<file path="src/rtl/apb_arb_pkg.sv">
// Shared types and sizing helpers for the round-robin APB master arbiter.
// Imported by rr_arbiter and apb_master_arbiter.
package apb_arb_pkg;

   typedef enum logic [1:0] {
      ST_IDLE   = 2'd0,
      ST_SETUP  = 2'd1,
      ST_ACCESS = 2'd2
   } apb_arb_state_t;

   function automatic int idx_width(input int n);
      return (n > 1) ? $clog2(n) : 1;
   endfunction

   function automatic int tmo_width(input int t);
      return $clog2(t + 1);
   endfunction

endpackage

</file>
<file path="src/rtl/rr_arbiter.sv">
// Combinational round-robin picker: first request at or after ptr,
// wrapping modulo N. Pointer storage lives in the parent.
module rr_arbiter
   import apb_arb_pkg::*;
#(
   parameter int N  = 4,
   parameter int IW = idx_width(N)
) (
   input  logic [N-1:0]  req,
   input  logic [IW-1:0] ptr,
   output logic [N-1:0]  grant,
   output logic [IW-1:0] idx,
   output logic          any
);

   int c;

   always_comb begin
      grant = '0;
      idx   = '0;
      any   = 1'b0;
      c     = 0;
      for (int k = 0; k < N; k++) begin
         c = int'(ptr) + k;
         if (c >= N) c = c - N;
         if (!any && req[c]) begin
            grant[c] = 1'b1;
            idx      = IW'(c);
            any      = 1'b1;
         end
      end
   end

endmodule

</file>
<file path="src/rtl/apb_master_arbiter.sv">
// Round-robin APB master sharing one completer among NUM_REQ requesters.
// Optional ACCESS-phase timeout: define APB_ARB_TIMEOUT_EN.
module apb_master_arbiter
   import apb_arb_pkg::*;
#(
   parameter int NUM_REQ        = 4,
   parameter int APB_ADDR_WIDTH = 32,
   parameter int APB_DATA_WIDTH = 32,
   parameter int TIMEOUT_CYCLES = 64
) (
   input  logic                              pclk,
   input  logic                              presetn,
   input  logic [NUM_REQ-1:0]                req_valid,
   output logic [NUM_REQ-1:0]                req_ready,
   input  logic [NUM_REQ-1:0]                req_write,
   input  logic [NUM_REQ*APB_ADDR_WIDTH-1:0] req_addr,
   input  logic [NUM_REQ*APB_DATA_WIDTH-1:0] req_wdata,
   output logic [NUM_REQ-1:0]                rsp_valid,
   output logic [APB_DATA_WIDTH-1:0]         rsp_rdata,
   output logic                              rsp_err,
   output logic                              busy,
   output logic [APB_ADDR_WIDTH-1:0]         paddr,
   output logic                              pwrite,
   output logic [APB_DATA_WIDTH-1:0]         pwdata,
   output logic                              psel,
   output logic                              penable,
   input  logic [APB_DATA_WIDTH-1:0]         prdata,
   input  logic                              pready,
   input  logic                              pslverr
);

   localparam int IW = idx_width(NUM_REQ);
   localparam int AW = APB_ADDR_WIDTH;
   localparam int DW = APB_DATA_WIDTH;

   apb_arb_state_t     state_q, state_d;
   logic [IW-1:0]      rr_ptr_q, rr_ptr_d;
   logic [IW-1:0]      gnt_q, gnt_d;
   logic [AW-1:0]      paddr_q, paddr_d;
   logic [DW-1:0]      pwdata_q, pwdata_d;
   logic               pwrite_q, pwrite_d;
   logic [NUM_REQ-1:0] rsp_valid_q, rsp_valid_d;
   logic [DW-1:0]      rsp_rdata_q, rsp_rdata_d;
   logic               rsp_err_q, rsp_err_d;

   logic [NUM_REQ-1:0] arb_grant;
   logic [IW-1:0]      arb_idx;
   logic               arb_any;
   logic               tmo_hit;

   rr_arbiter #(.N(NUM_REQ), .IW(IW)) u_rr_arbiter (
      .req   (req_valid),
      .ptr   (rr_ptr_q),
      .grant (arb_grant),
      .idx   (arb_idx),
      .any   (arb_any)
   );

`ifdef APB_ARB_TIMEOUT_EN
   localparam int TW = tmo_width(TIMEOUT_CYCLES);
   logic [TW-1:0] tmo_cnt_q, tmo_cnt_d;

   // Last ACCESS cycle allowed is the TIMEOUT_CYCLES-th; pready still wins
   assign tmo_hit = (state_q == ST_ACCESS) &&
                    (tmo_cnt_q == TW'(TIMEOUT_CYCLES - 1));

   always_comb begin
      tmo_cnt_d = tmo_cnt_q;
      if (state_q == ST_SETUP)
         tmo_cnt_d = '0;
      else if (state_q == ST_ACCESS && !pready)
         tmo_cnt_d = tmo_cnt_q + 1'b1;
   end

   always_ff @(posedge pclk) begin
      if (!presetn) tmo_cnt_q <= '0;
      else          tmo_cnt_q <= tmo_cnt_d;
   end
`else
   localparam int unused_tmo_cycles = TIMEOUT_CYCLES;
   assign tmo_hit = 1'b0;
`endif

   always_comb begin
      state_d     = state_q;
      rr_ptr_d    = rr_ptr_q;
      gnt_d       = gnt_q;
      paddr_d     = paddr_q;
      pwdata_d    = pwdata_q;
      pwrite_d    = pwrite_q;
      rsp_valid_d = '0;
      rsp_rdata_d = rsp_rdata_q;
      rsp_err_d   = rsp_err_q;
      unique case (state_q)
         ST_IDLE: begin
            if (arb_any) begin
               paddr_d  = req_addr[arb_idx*AW +: AW];
               pwdata_d = req_wdata[arb_idx*DW +: DW];
               pwrite_d = req_write[arb_idx];
               gnt_d    = arb_idx;
               rr_ptr_d = (arb_idx == IW'(NUM_REQ - 1)) ?
                          '0 : arb_idx + 1'b1;
               state_d  = ST_SETUP;
            end
         end
         ST_SETUP: state_d = ST_ACCESS;
         ST_ACCESS: begin
            if (pready || tmo_hit) begin
               rsp_valid_d = {{(NUM_REQ-1){1'b0}}, 1'b1} << gnt_q;
               rsp_err_d   = pready ? pslverr : 1'b1;
               rsp_rdata_d = (pready && !pwrite_q) ? prdata : '0;
               state_d     = ST_IDLE;
            end
         end
         default: state_d = ST_IDLE;
      endcase
   end

   always_ff @(posedge pclk) begin
      if (!presetn) begin
         state_q     <= ST_IDLE;
         rr_ptr_q    <= '0;
         gnt_q       <= '0;
         paddr_q     <= '0;
         pwdata_q    <= '0;
         pwrite_q    <= 1'b0;
         rsp_valid_q <= '0;
         rsp_rdata_q <= '0;
         rsp_err_q   <= 1'b0;
      end else begin
         state_q     <= state_d;
         rr_ptr_q    <= rr_ptr_d;
         gnt_q       <= gnt_d;
         paddr_q     <= paddr_d;
         pwdata_q    <= pwdata_d;
         pwrite_q    <= pwrite_d;
         rsp_valid_q <= rsp_valid_d;
         rsp_rdata_q <= rsp_rdata_d;
         rsp_err_q   <= rsp_err_d;
      end
   end

   assign req_ready = (state_q == ST_IDLE) ? arb_grant : '0;
   assign busy      = (state_q != ST_IDLE);
   assign psel      = (state_q != ST_IDLE);
   assign penable   = (state_q == ST_ACCESS);
   assign paddr     = paddr_q;
   assign pwdata    = pwdata_q;
   assign pwrite    = pwrite_q;
   assign rsp_valid = rsp_valid_q;
   assign rsp_rdata = rsp_rdata_q;
   assign rsp_err   = rsp_err_q;

endmodule

</file>
<file path="config.mk">
export PLATFORM = sky130hd
export DESIGN_NAME = apb_master_arbiter
export DESIGN_NICKNAME = d
export VERILOG_FILES = /design/src/rtl/apb_arb_pkg.sv /design/src/rtl/rr_arbiter.sv /design/src/rtl/apb_master_arbiter.sv
export SDC_FILE = /design/constraint.sdc
export NUM_CORES = 1
export LEC_CHECK = 0
export ABC_AREA = 1
export ABC_CLOCK_PERIOD_IN_PS = 6530
export BUFFER_PORTS_ARGS = -buffer_cell sky130_fd_sc_hd__buf_4
export CORE_ASPECT_RATIO = 0.7
export CORE_MARGIN = 10
export CORE_UTILIZATION = 35
export CTS_CLUSTER_DIAMETER = 120
export CTS_CLUSTER_SIZE = 14
export DETAILED_ROUTE_END_ITERATION = 12
export PLACE_DENSITY_LB_ADDON = 0.1
export SLEW_MARGIN = 20
export SYNTH_ARGS = -nofsm -noshare
export SYNTH_HDL_FRONTEND = slang
export SYNTH_HIERARCHICAL = 1
export SYNTH_SLANG_ARGS = --single-unit
</file>
<file path="constraint.sdc">
create_clock -name pclk -period 6.53 [get_ports pclk]
set_clock_uncertainty 0.2 [all_clocks]
set_input_delay 0.3265 -clock pclk [delete_from_list [all_inputs] [get_ports pclk]]
set_output_delay 0.3265 -clock pclk [all_outputs]
set_load 0.02 [all_outputs]
</file>
Yosys cells after proc, flatten, opt, wreduce, memory -nomap -nowiden
Index checks and enable logic that the tools add are counted.
- register bits after elaboration: 108
- output and inout port bits: 109
- reductions and logical operators: 18
- $lt $le $gt $ge: 13
- equality and inequality tests: 5
- shift operators: 3
- bitwise operators: 3
- mux-type cells: 44
- add/sub/neg operators: 8
- operators with widths (cell ; number):
    indexed part select 128 x 8 -> 32 bit ; 2
    two-way mux 32 bit ; 5
    greater-or-equal comparator 32 x 1 -> 1 bit (second input constant) ; 4
    < comparator 32 x 4 -> 1 bit (second input constant) ; 4
    greater-or-equal comparator 32 x 4 -> 1 bit (second input constant) ; 3
    subtractor 32 x 4 -> 32 bit (second input constant) ; 3
    two-way mux 4 bit ; 5
    two-way mux 1 bit ; 17
    two-way mux 2 bit ; 7
    OR 4 bit ; 3
    binary-select mux 1 bit (select 2 bit) ; 5
    demux 1 bit (select 2 bit) ; 4
    logical AND 1 bit ; 8
    adder 2 x 2 -> 3 bit (second input constant) ; 2
    one-hot mux 2 bit (3 select lines) ; 1
    AND reduction 2 bit ; 3
    == test 2 bit (second input constant) ; 2
    logical NOT 1 bit ; 4
    << shifter 1 x 2 -> 4 bit (first input constant) ; 1
    subtractor 2 x 3 -> 4 bit (second input constant) ; 1
    adder 2 x 1 -> 3 bit (second input constant) ; 1
    greater-or-equal comparator 2 x 3 -> 1 bit (second input constant) ; 1
    < comparator 2 x 3 -> 1 bit (second input constant) ; 1
    AND reduction 3 bit ; 1
    other kinds (6) ; 6

Longest topological paths before layout
- depth in word-level cells: 17
- mapped depth: 18

Modules after synthesis
The synthesis kept the hierarchy.
- by module, submodules not included (module ; instances ; cells each ; area each (um^2)):
    apb_master_arbiter ; 1 ; 1077 ; 6433.7
    rr_arbiter ; 1 ; 77 ; 460.4

Least setup slack after synthesis
Ideal clock, no wire load.
- path type: flip-flop to flip-flop
- from: reg rr_ptr_q[0]
- to: reg pwdata_q[1], in the netlist pwdata[1]
- data required time: 6215 ps
- setup time: 115 ps
- stages on the path, launching flop included: 17
- clock period less this slack: 2638 ps
- setup slack: 3892 ps
- arrival time: 2323 ps
- cells stage by stage: dfxtp_1 -> inv_2 -> ha_1 -> inv_1 -> nand3_1 -> nand2_1 -> nor2_1 -> a21oi_1 -> nand3_1 -> buf_4 -> inv_4 -> buf_8 -> buf_6 -> nand2_1 -> nand3_1 -> nand2_1 -> a21oi_2
- word-level cells in the longest chain between the ends: 16
- elaborated cells on any way between the ends: 43
- classes of those cells: add/sub (7); order compare (4); shift (1); mux (24); reduce/logical (7)
- RTL lines (item ; line ; RTL):
    start: declaration ; apb_master_arbiter.sv:37 ; logic [IW-1:0] rr_ptr_q, rr_ptr_d;
    start signal: assignment ; apb_master_arbiter.sv:132 ; rr_ptr_q <= rr_ptr_d;
    parallel branches: the longest is 14 deep, another holds subtractor 32 x 4 -> 32 bit ; n/a ;
    two-way mux 2 bit * ; rr_arbiter.sv:26 ; if (!any && req[c]) begin
    net arb_idx[0] ; apb_master_arbiter.sv:47 ; logic [IW-1:0] arb_idx;
    indexed part select 128 x 8 -> 32 bit * ; apb_master_arbiter.sv:98 ; pwdata_d = req_wdata[arb_idx*DW +: DW];
    end signal: assignment ; apb_master_arbiter.sv:135 ; pwdata_q <= pwdata_d;
    end: declaration ; apb_master_arbiter.sv:40 ; logic [DW-1:0] pwdata_q, pwdata_d;
Mark *: on every way through the listed nets, which the timed path passes. The select of a mux whose other input is x is not followed.
A chain may end at the register's enable or synchronous reset.

Worst setup path after layout
- from: reg rr_ptr_q[0]
- to: reg pwdata_q[17], in the netlist pwdata[17]
Same word-level chain as after synthesis.

==> qor.yml <==
ys_ff_latch: 108
rr_worst_depth: 13
max_clock_freq_mhz: 219
final_common_cell: "nand2_1"
r2r_end: "pwdata[17]"
grt_pass1_vias: 7734
nets: 1809
dieArea_mm2: 0.0258
p_int_uw: 2340
fin_ws_ns: 1.96
drtIter0Drc: 461
layout_common_cells: "nand2_1, buf_4, nand3_1"
hold_depth: 3
synthToLayoutAreaGrowth_pct: 47.7
grt_first_pass_wirelength_um: 44900
io_buffers: 408
rsz0062_at_grt: "false"
hold_start: "prdata[19]"
hold_end: "rsp_rdata[19]"
crit_arrival_ns: 4.58
drc: 0
hold_path_class: "input port to register"
ys_types: 28
cts_buffer_depth: 2
clock_sinks: 108
cp_max_fo: 68
p_sw_frac: 0.544
synth_area_per_cell_um2: 5.97
end_kind: "register"
setup_viol: 0
syn_area_mm2: 0.00689
start_kind: "register"
p_clk_frac: 0.111
multi_input_area_mm2: 0.00376
cts_tree: "built"
cpPeakStageDelay_ns: 0.75
drive_above_1_share: 0.308
min_period_over_period: 0.700
htreeDepth: 3
gp_congestion: 0.852
clock_latency_ns: 0.35
path_clk_slew_ns: 0.08
die_w_um: 188
fp.dieH_um: 137
period_needed_ns: 4.57
required_ns: 6.54
rrSetupSlack_ns: 1.96
syn-num-nets: 1463
nFillCells: 2056
combPwrFrac: 0.700
pin_count: 409
routedWlPerCell_um: 17.3
core_mm2: 0.0191
start_util: 0.360
max_cap_viol_count: 0
leakagePower_uw: 0.00558
finalMaxSlewViolations: 0
setup-tns-final_ns: 0
fp-row-count: 42
totalPowerFinal_uw: 5130
pre_cts_ws_ns: 1.98
critical_path_class: "register to register"
ctsHoldBuffers: 0
power_switching_uw: 2790
path_delay_family: "buffers and inverters"
grt_antenna_before_repair: 0
ant_nets: 0
timing.hold.ws_ns: 0.0316
grt_usage: 0.218
globalRoute.totalOverflow: 0
tightest_slew_ns: 1.06
slew_headroom: 0.290
register_area_mm2: 0.00216
slowest_stage: "inv_2"
status: "finished, final reports clean"
viasPerCell: 4.72
vias: 8349
first_pass_iters: 5
post_cts_buffers: 0
cts_made_buffers: 9
hold_viol: 0
grt_max_degree: 110
p_per_area_mw_per_mm2: 504
synth_seq_area_share: 0.314
pwr-share-seq: 0.189
antennaDiodeCount: 0
r2r_start: "rr_ptr_q[0]"
syn_inst: 1154
routed_wl_um: 30500
ir_worst_vdd_mv: 0.353
dp_hpwl_um: 22400
crit_buf_inv: 4
cts_resized: 0
clock-root-buffer: "clkbuf_16"
cp_cell_sequence: "inv_2 > ha_1 > inv_1 > nand3_1 > nand2_1 > nor2_1 > a21oi_1 > nand3_4 > inv_2 > buf_4 > nand3_1 > nand2_1 > a21oi_1"
ys_warn_count: 6
[state kept, by name, indices dropped and copies added (netlist names)]
register,flops
rr_ptr_q,2
gnt_q,2
pwrite,1
paddr,32
rsp_rdata,32
rsp_valid,4
pwdata,32
rsp_err,1
state_q,2
[routing by layer]
metal,vias to the layer above,GRT usage,wire length [µm]
li1,4284,-,-
met1,3736,0.270,13100
met2,313,0.377,15000
met3,16,0.0616,2170
met4,0,0.0381,287
met5,-,0,0
[cell families after synthesis]
family,synth area share
buffers and inverters,0.144
AOI/OAI and AO/OA,0.0935
and+or+nand+nor,0.432
DFF,0.314
adders and majority gates,0.0163
[synthesized netlist by cell type]
cell type	count	area share
nand2_1	491	0.27
nor2_1	9	0.0049
nand3_1	187	0.14
nand2_2	6	0.0054
ha_1	9	0.016
clkbuf_1	11	0.0060
nor2_4	1	0.0016
buf_2	47	0.034
nor3_1	4	0.0029
inv_1	127	0.069
or2_2	1	0.00091
buf_6	16	0.026
inv_2	4	0.0022
buf_8	1	0.0022
o21ai_1	15	0.011
a21boi_0	4	0.0044
a21oi_1	60	0.044
a21oi_2	15	0.019
buf_4	3	0.0033
buf_1	1	0.00054
nand4_1	7	0.0064
nand2_4	1	0.0016
dfxtp_1	108	0.31
inv_4	1	0.00091
o21ai_0	20	0.015
a211oi_1	1	0.0011
nor2_2	1	0.00091
nand3_2	3	0.0044
[per-stage QoR]
stage	util	cell area, µm²	std cells
3_5_place_dp	0.515	9850	1752
5_1_grt	0.532	10200	1769
4_1_cts	0.531	10200	1768
3_3_place_gp	0.515	9850	1752
6_report	0.532	10200	1769
2_1_floorplan	-	6890	1154
[worst min-delay path: cells and delay by family]
| family | cells | cell delay [ns] |
|---|---|---|
| AND/OR/NAND/NOR | 1 | 0.04 |
| AO/OA/AOI/OAI | 1 | 0.11 |
| buffers and inverters | 1 | 0.08 |
[how the worst max path moves through the flow]
stage	from	end	slack, ns	depth (start not counted)
after floorplan	rr_ptr_q[0]	pwdata[1]	3.89	16
after global placement	rr_ptr_q[0]	pwdata[17]	2.11	13
after detailed placement	rr_ptr_q[0]	pwdata[23]	1.98	13
after CTS	rr_ptr_q[0]	pwdata[23]	1.97	13
after global routing	rr_ptr_q[0]	pwdata[18]	1.65	13
final	rr_ptr_q[0]	pwdata[17]	1.96	13
[power by group through the flow]
stage | clock, µW | sequential (µW) | combinational [µW]
global route | 619 | 991 | 4040
detailed placement | 0 | 981 | 3610
global placement | 0 | 974 | 3600
CTS | 591 | 968 | 3630
finish | 571 | 968 | 3590
floorplan | 0 | 1180 | 2510
[area by class of cell]
cell class	count	area share
well taps	264	0.0324
repair buffers	414	0.307
clock inverters	6	0.00688
clock buffers	10	0.0225
flip-flops and latches	108	0.212
inverters	132	0.0492
multi-input cells	835	0.369
Note: power is estimated with default switching activity, not from simulation.
